**src/rtl/halflife_meter.sv**
```systemverilog
// halflife_meter: captures a reference sample and counts cycles until a sample falls to half of it
module halflife_meter #(
  parameter int N = 4,
  parameter int W = 8
) (
  input  logic         clk,
  input  logic         rst,
  input  logic         start,
  input  logic [N-1:0] sample,
  input  logic         sample_valid,
  output logic         busy,
  output logic         done,
  output logic         result_valid,
  output logic [W-1:0] period,
  output logic [N-1:0] ref_val,
  output logic         timeout,
  output logic         err
);
  typedef enum logic [1:0] {IDLE, ARM, MEASURE, DONE} state_t;
  localparam logic [W-1:0] CMAX = '1;
  state_t state, nxt;
  logic [N-1:0] thr;
  logic [W-1:0] cnt;
  logic hit, sat;
  assign hit = sample_valid && (sample <= thr);
  assign sat = cnt == CMAX;
  // state register
  always_ff @(posedge clk)
    if (!rst) state <= IDLE;
    else state <= nxt;
  // next state; start always (re)arms, aborting any run in progress
  always_comb begin
    nxt = state;
    case (state)
      IDLE:    nxt = start ? ARM : IDLE;
      ARM:     nxt = start ? ARM : !sample_valid ? ARM : (sample == '0) ? DONE : MEASURE;
      MEASURE: nxt = start ? ARM : (hit || sat) ? DONE : MEASURE;
      DONE:    nxt = start ? ARM : IDLE;
      default: nxt = IDLE;
    endcase
  end
  // status outputs decoded from state
  always_comb begin
    busy = (state == ARM) || (state == MEASURE);
    done = state == DONE;
  end
  // capture, counting and result registers; a crossing takes priority over saturation
  always_ff @(posedge clk)
    if (!rst) begin
      result_valid <= 1'b0;
      timeout      <= 1'b0;
      err          <= 1'b0;
      period       <= '0;
      ref_val      <= '0;
      thr          <= '0;
      cnt          <= '0;
    end else if (start) begin
      result_valid <= 1'b0;
      timeout      <= 1'b0;
      err          <= 1'b0;
      period       <= '0;
      cnt          <= '0;
    end else if (state == ARM && sample_valid) begin
      ref_val <= sample;
      thr     <= sample >> 1;
      cnt     <= W'(1);
      err     <= sample == '0;
      period  <= '0;
    end else if (state == MEASURE) begin
      if (hit) begin
        period       <= cnt;
        result_valid <= 1'b1;
      end else if (sat) begin
        period  <= CMAX;
        timeout <= 1'b1;
      end else cnt <= cnt + 1'b1;
    end
endmodule

```
**config.mk**
```make
export PLATFORM = sky130hd
export DESIGN_NAME = halflife_meter
export DESIGN_NICKNAME = d
export VERILOG_FILES = /design/src/rtl/halflife_meter.sv
export SDC_FILE = /design/constraint.sdc
export NUM_CORES = 1
export LEC_CHECK = 0
export BUFFER_PORTS_ARGS = -buffer_cell sky130_fd_sc_hd__buf_2
export CAP_MARGIN = 20
export CORE_ASPECT_RATIO = 2
export CORE_UTILIZATION = 35
export CTS_CLUSTER_DIAMETER = 100
export DETAILED_ROUTE_END_ITERATION = 8
export PLACE_DENSITY = 0.6
export SLEW_MARGIN = 30
export SYNTH_ARGS = -nofsm -noshare
export SYNTH_HDL_FRONTEND = slang
export SYNTH_SLANG_ARGS = --single-unit
export TNS_END_PERCENT = 5
```
**constraint.sdc**
```tcl
create_clock -name clk -period 1.9 [get_ports clk]
set_input_delay 0 -clock clk [delete_from_list [all_inputs] [get_ports clk]]
set_output_delay 0 -clock clk [all_outputs]
set_load 0.02 [all_outputs]
```
==> qor.yml, run 1 <==
status: "complete, but fails checks"
violations: "design-rule violations, negative hold slack"
antenna_found_initial: 0
cts-root-buf: "clkbuf_8"
dp_cells: 175
drc_errors: 3
fmax_mhz: 546.2
fp.dieH_um: 85.36
power_density_mw_per_mm2: 656.0
setup_violations: 0
globalplace.congestion: 0.7489
hold_viol: 1
max_slew.worst_pin.slew_ns: 0.4207
syn_area_per_cell_um2: 9.808
dpl_cell_area_mm2: 0.001349
htree_levels: 1
grt_pass1_wl_um: 3933
ios: 25
ys_warn_count: 0
first_global_vias: 960
dieArea_mm2: 0.003729
ys_dominant_reg_cell: "dfxtp_1"
p_leak_nw: 0.6034
hpwlAfterDp_um: 1962
cp_slowest_stage_delay_ns: 0.35
synth_common_cells: "25 x dfxtp_1, 10 x a21oi_1, 8 x ha_1, 8 x inv_1, 8 x o21ai_0"
cp_data_required_time_ns: 2.11
initial_core_util_pct: 36.40
p_int_mw: 0.7187
reg2reg_from: "ref_val[3]"
p_comb_share_pct: 10.4
drtIter0Drc: 37
rrSetupSlack_ns: 0.07
die_w_um: 43.68
cts.sinks: 25
fin_util_pct: 43.41
multiInputGateArea_um2: 704.4
slew_headroom_pct: 71.96
power_switching_share_pct: 24.45
vias: 1029
holdPathStages: 2
clk-insertion-delay-late_ns: 0.27
worst_hold_path.endpoint: "ref_val[1]"
synth_area_leaders: "dfxtp_1 41%, ha_1 8.2%, o221a_2 6.5%"
clkTransAtPathRegs_ns: 0.08
final_nets: 166
start_kind: "register"
vdd_drop_max_v: 0.0004417
numCtsBuffers: 3
synth_top_area_share_pct: 41.15
num-fill-cells: 339
firstDrtPassIters: 6
crit_fanout: 6
synthCells: 124
vias_per_cell: 5.685
synth_area_mm2: 0.001216
hold_buffers: 0
antenna_cells: 0
reg2reg_depth: 7
slew_viol_final: 0
postRouteAntennaNets: 0
yosysMostFrequentCell: "dfxtp_1"
synth_top_cell_by_area: "dfxtp_1"
port_buffers: 24
grt_remaining_overflow: 0
cts_tree: "done"
instances_no_fill: 181
hp-start: "rst"
worstPathArrival_ns: 2.04
finClkSkew_ns: 0.002557
final_layout_size_suffix_gt1_share_pct: 35.57
critical_path_class: "register to register"
worstReg2RegEnd: "cnt[4]"
net-switching-power_mw: 0.2326
crit_family: "compound AO/OA/AOI/OAI gates"
seq_area_frac_synth_pct: 41.15
rows: 30
wl_per_cell_um: 14.70
pwr-share-seq_pct: 56.1
hold_path_class: "primary input to register"
final_area_mm2: 0.001450
grt_start_max_net_pins: 16
routed_wl_um: 2661
syn_nets: 140
end_kind: "register"
power_frac_clock_pct: 33.5
period_minus_slack_ns: 1.831
synthArstFlopShare_pct: 0
maxCapViolCount: 0
core_mm2: 0.003341
crit_buf_inv: 1
synth_seq_cells: 25
path_cells: "inv_1 > ha_4 > nand3b_1 > a21oi_4 > o211ai_2 > or3_1 > a21oi_1"
syn2layout_area_growth_pct: 19.24
synth_cell_types: 34
synth-edff-count: 0
timing.critical_path.slowest_stage_cell: "or3_1"
clockBufferDepth: 2
grt_use_total_pct: 14.05
post-route-period-util_pct: 96.36
whs_ns: -0.002289
seq_area_um2: 503.0
[metrics by stage]
step	setup slack, ns	hold WS (ns)	power, mW	TNS (ns)
global route	-0.02543	0.01706	0.9833	-0.03794
detailed placement	0.05716	0.2910	0.6361	0
global placement	0.09390	0.2905	0.6338	0
CTS	0.03834	0.009971	0.9477	0
finish	0.06912	-0.002289	0.9513	0
floorplan	0.04636	0.1280	0.6085	0
[registers in the layout (all words and copies together), names as in the netlist]
register      flops
cnt               8
err               1
period            8
ref_val           4
result_valid      1
state             2
timeout           1
[power groups by stage]
| stage | Combinational (mW) | Sequential, mW | Clock (mW) |
|---|---|---|---|
| 5_1_grt | 0.108 | 0.535 | 0.340 |
| 3_3_place_gp | 0.0880 | 0.546 | 0 |
| 6_report | 0.0985 | 0.534 | 0.319 |
| 4_1_cts | 0.0899 | 0.534 | 0.324 |
| 2_1_floorplan | 0.0602 | 0.548 | 0 |
| 3_5_place_dp | 0.0896 | 0.546 | 0 |
[layer usage]
metal	vias to the layer above	GRT usage, %	wire length [um]
li1	497	-	-
met1	499	11.97	943
met2	28	28.22	1554
met3	5	1.915	103
met4	0	7.670	59
met5	-	0	0
[placed cells by master, fill, tap and decap left out, drive strengths merged, types with 4 or more instances in the layout]
cell type | Yosys | layout
o221a | 8 | 8
nand2 | 4 | 4
a21oi | 12 | 12
nor2 | 5 | 5
or3 | 7 | 7
inv | 8 | 8
nand3 | 7 | 7
o21ai | 8 | 8
and3 | 4 | 4
clkbuf | 3 | 4
ha | 8 | 8
nor2b | 4 | 4
dfxtp | 25 | 25
mux2i | 5 | 5
buf | 2 | 25
[cell families after synthesis]
logic type	count (synthesis)	share of synthesized area, %
DFF	25	41.15
xor gates and xnor gates	1	0.7203
adders and majority gates	8	8.231
buffers and inverters	13	4.835
muxes	5	4.115
AOI/OAI and AO/OA	33	21.09
and+or+nand+nor	39	19.86
[how the worst max path moves through the flow]
stage	depth (start not counted)	startpoint	end
after detailed placement	7	ref_val[3]	period[7]
after global routing	7	ref_val[3]	cnt[4]
after CTS	7	ref_val[3]	period[7]
final	7	ref_val[3]	cnt[4]
after floorplan	8	ref_val[2]	period[0]
after global placement	7	ref_val[3]	cnt[2]
[what timing repair did]
item / in CTS / in global routing
buffers inserted: 0 / 1
endpoints found under the setup margin: 0 / 11
resized for setup: 0 / 9
[cell type report]
cell class,instances,area share (%)
multi-input cells,87,48.58
well taps,32,2.761
inverters,8,2.071
clock buffers,4,3.106
flip-flops and latches,25,34.69
repair buffers,25,8.801
Note: power is estimated with default switching activity, not from simulation.
==> run 2, diff against run 1 <==
Settings changed: PLACE_DENSITY 0.6 to 0.57.
==> qor.yml, run 2 (synthesis gave the netlist of run 1 again) <==
status: "complete, but fails checks"  # unchanged
violations: "design-rule violations"  # was design-rule violations, negative hold slack
dp_cells: 175  # unchanged
p_comb_share_pct: 10.6  # was 10.4%
power_density_mw_per_mm2: 665.1  # was 656.0 mW/mm2
final_common_cell: "buf_2"  # unchanged
power_frac_clock_pct: 33.9  # was 33.5%
critical_path_class: "register to register"  # unchanged
hold_path_class: "primary input to register"  # unchanged
grt_start_max_net_pins: 16  # unchanged
reg_top3: "cnt: 8 flops, period: 8 flops, ref_val: 4 flops"  # unchanged
worstPathArrival_ns: 2.04  # about the same
fin_util_pct: 43.37  # was 43.41%
grt_remaining_overflow: 0  # unchanged
final_area_mm2: 0.001449  # was 0.001450 mm2
hpwlAfterDp_um: 2012  # was 1962 um
clockBufferDepth: 2  # unchanged
setup_violations: 0  # unchanged
power_switching_share_pct: 25.43  # was 24.45%
final_nets: 166  # unchanged
maxCapViolCount: 0  # unchanged
post-route-period-util_pct: 95.96  # was 96.36%
grt_pass1_wl_um: 4133  # was 3933 um
vdd_drop_max_v: 0.0004260  # was 0.0004417 V
drtIter0Drc: 13  # was 37
pre_cts_slack_ns: 0.05199  # was 0.05716 ns
hold_viol: 0  # was 1
finClkSkew_ns: 0.002704  # was 0.002557 ns
numCtsBuffers: 3  # unchanged
p_int_mw: 0.7186  # was 0.7187 mW
fmax_mhz: 548.5  # was 546.2 MHz
rows: 30  # unchanged
slew_viol_final: 0  # unchanged
hold_buffers: 0  # unchanged
grt_use_total_pct: 14.39  # was 14.05%
period_minus_slack_ns: 1.823  # was 1.831 ns
cts-root-buf: "clkbuf_8"  # unchanged
num-fill-cells: 346  # was 339
initial_core_util_pct: 36.40  # unchanged
pwr-share-seq_pct: 55.4  # was 56.1%
whs_ns: 0.005598  # was -0.002289 ns
slew_headroom_pct: 66.43  # was 71.96%
dpl_cell_area_mm2: 0.001349  # unchanged
vias: 1013  # was 1029
cts.sinks: 25  # unchanged
wl_per_cell_um: 14.86  # was 14.70 um
end_kind: "register"  # unchanged
seq_area_um2: 503.0  # unchanged
htree_levels: 1  # unchanged
rrSetupSlack_ns: 0.08  # was 0.07 ns
first_global_vias: 945  # was 960
clkTransAtPathRegs_ns: 0.09  # was 0.08 ns
rsz0062_at_grt: "yes"
vias_per_cell: 5.597  # was 5.685
p_leak_nw: 0.6183  # was 0.6034 nW
cp_data_required_time_ns: 2.11  # about the same
port_buffers: 24  # unchanged
dieArea_mm2: 0.003729  # unchanged
start_kind: "register"  # unchanged
clk-insertion-delay-late_ns: 0.27  # about the same
syn2layout_area_growth_pct: 19.14  # was 19.24%
globalplace.congestion: 0.7039  # was 0.7489
postRouteAntennaNets: 0  # unchanged
ios: 25  # unchanged
routed_wl_um: 2689  # was 2661 um
multiInputGateArea_um2: 699.4  # was 704.4 um2
antenna_found_initial: 0  # unchanged
fp.dieH_um: 85.36  # unchanged
instances_no_fill: 181  # unchanged
max_slew.worst_pin.slew_ns: 0.5036  # was 0.4207 ns
die_w_um: 43.68  # unchanged
crit_fanout: 8  # was 6
antenna_cells: 0  # unchanged
fin_tns_setup_ns: 0  # unchanged
setup_ws_ns: 0.07672  # was 0.06912 ns
cts_tree: "done"  # unchanged
core_mm2: 0.003341  # unchanged
net-switching-power_mw: 0.2451  # was 0.2326 mW
final_layout_size_suffix_gt1_share_pct: 34.90  # was 35.57%
power_mw: 0.9637  # was 0.9513 mW
firstDrtPassIters: 6  # unchanged
final_cell_mix: "24 x buf_2, 23 x dfxtp_1, 9 x a21oi_1"  # was 24 x buf_2, 23 x dfxtp_1, 8 x inv_1, 8 x o21ai_0
drc_errors: 2  # was 3
[run 2: changes by cell type in the layout (fill, tap and decap cells not counted), sizes merged]
cell | before | now
clkbuf | 4 | 3
clkinvlp | 0 | 1
[run 2: worst max-delay path: stages, from the launching register on]
cell and delay, ns:
dfxtp_2 0.35, inv_1 0.06, ha_4 0.27, nand3b_1 0.12
a21oi_4 0.23, o211ai_4 0.15, or3_2 0.46, a21oi_2 0.13
[run 2: power by group through the flow]
stage / Combinational [mW] / Sequential [mW] / Clock (mW)
floorplan: 0.0602 / 0.548 / 0
global placement: 0.0881 / 0.546 / 0
detailed placement: 0.0902 / 0.546 / 0
CTS: 0.0903 / 0.534 / 0.329
global route: 0.114 / 0.535 / 0.356
finish: 0.102 / 0.534 / 0.327
[run 2: path summary, 6_finish.rpt]
| path | start | end | cells past startpoint |
|---|---|---|---|
| worst min register to register | timeout | timeout | 2 |
| worst max-delay path | ref_val[3] | cnt[2] | 7 |
| worst min-delay path | sample[3] | ref_val[3] | 3 |
| worst max register to register | ref_val[3] | cnt[2] | 7 |
[run 2: final cells by class]
type / count / area share [%]
multi-input combinational: 87 / 48.27
clock inverter: 1 / 0.5181
sequential: 25 / 34.71
inverter: 8 / 2.073
clock buffer: 3 / 2.850
tap: 32 / 2.763
timing repair buffer: 25 / 8.808
[run 2: layer usage]
metal  up-vias  part of all wire (%)  track usage (%)
li1        507                     -                -
met1       474                    37            13.55
met2        26                    58            28.49
met3         6                   2.8            1.915
met4         0                   2.7            5.966
met5         -                     0                0
[run 2: repair_timing]
item	in CTS	in global routing
gates resized for setup	0	7
buffers inserted	0	1
setup endpoints to repair	0	9
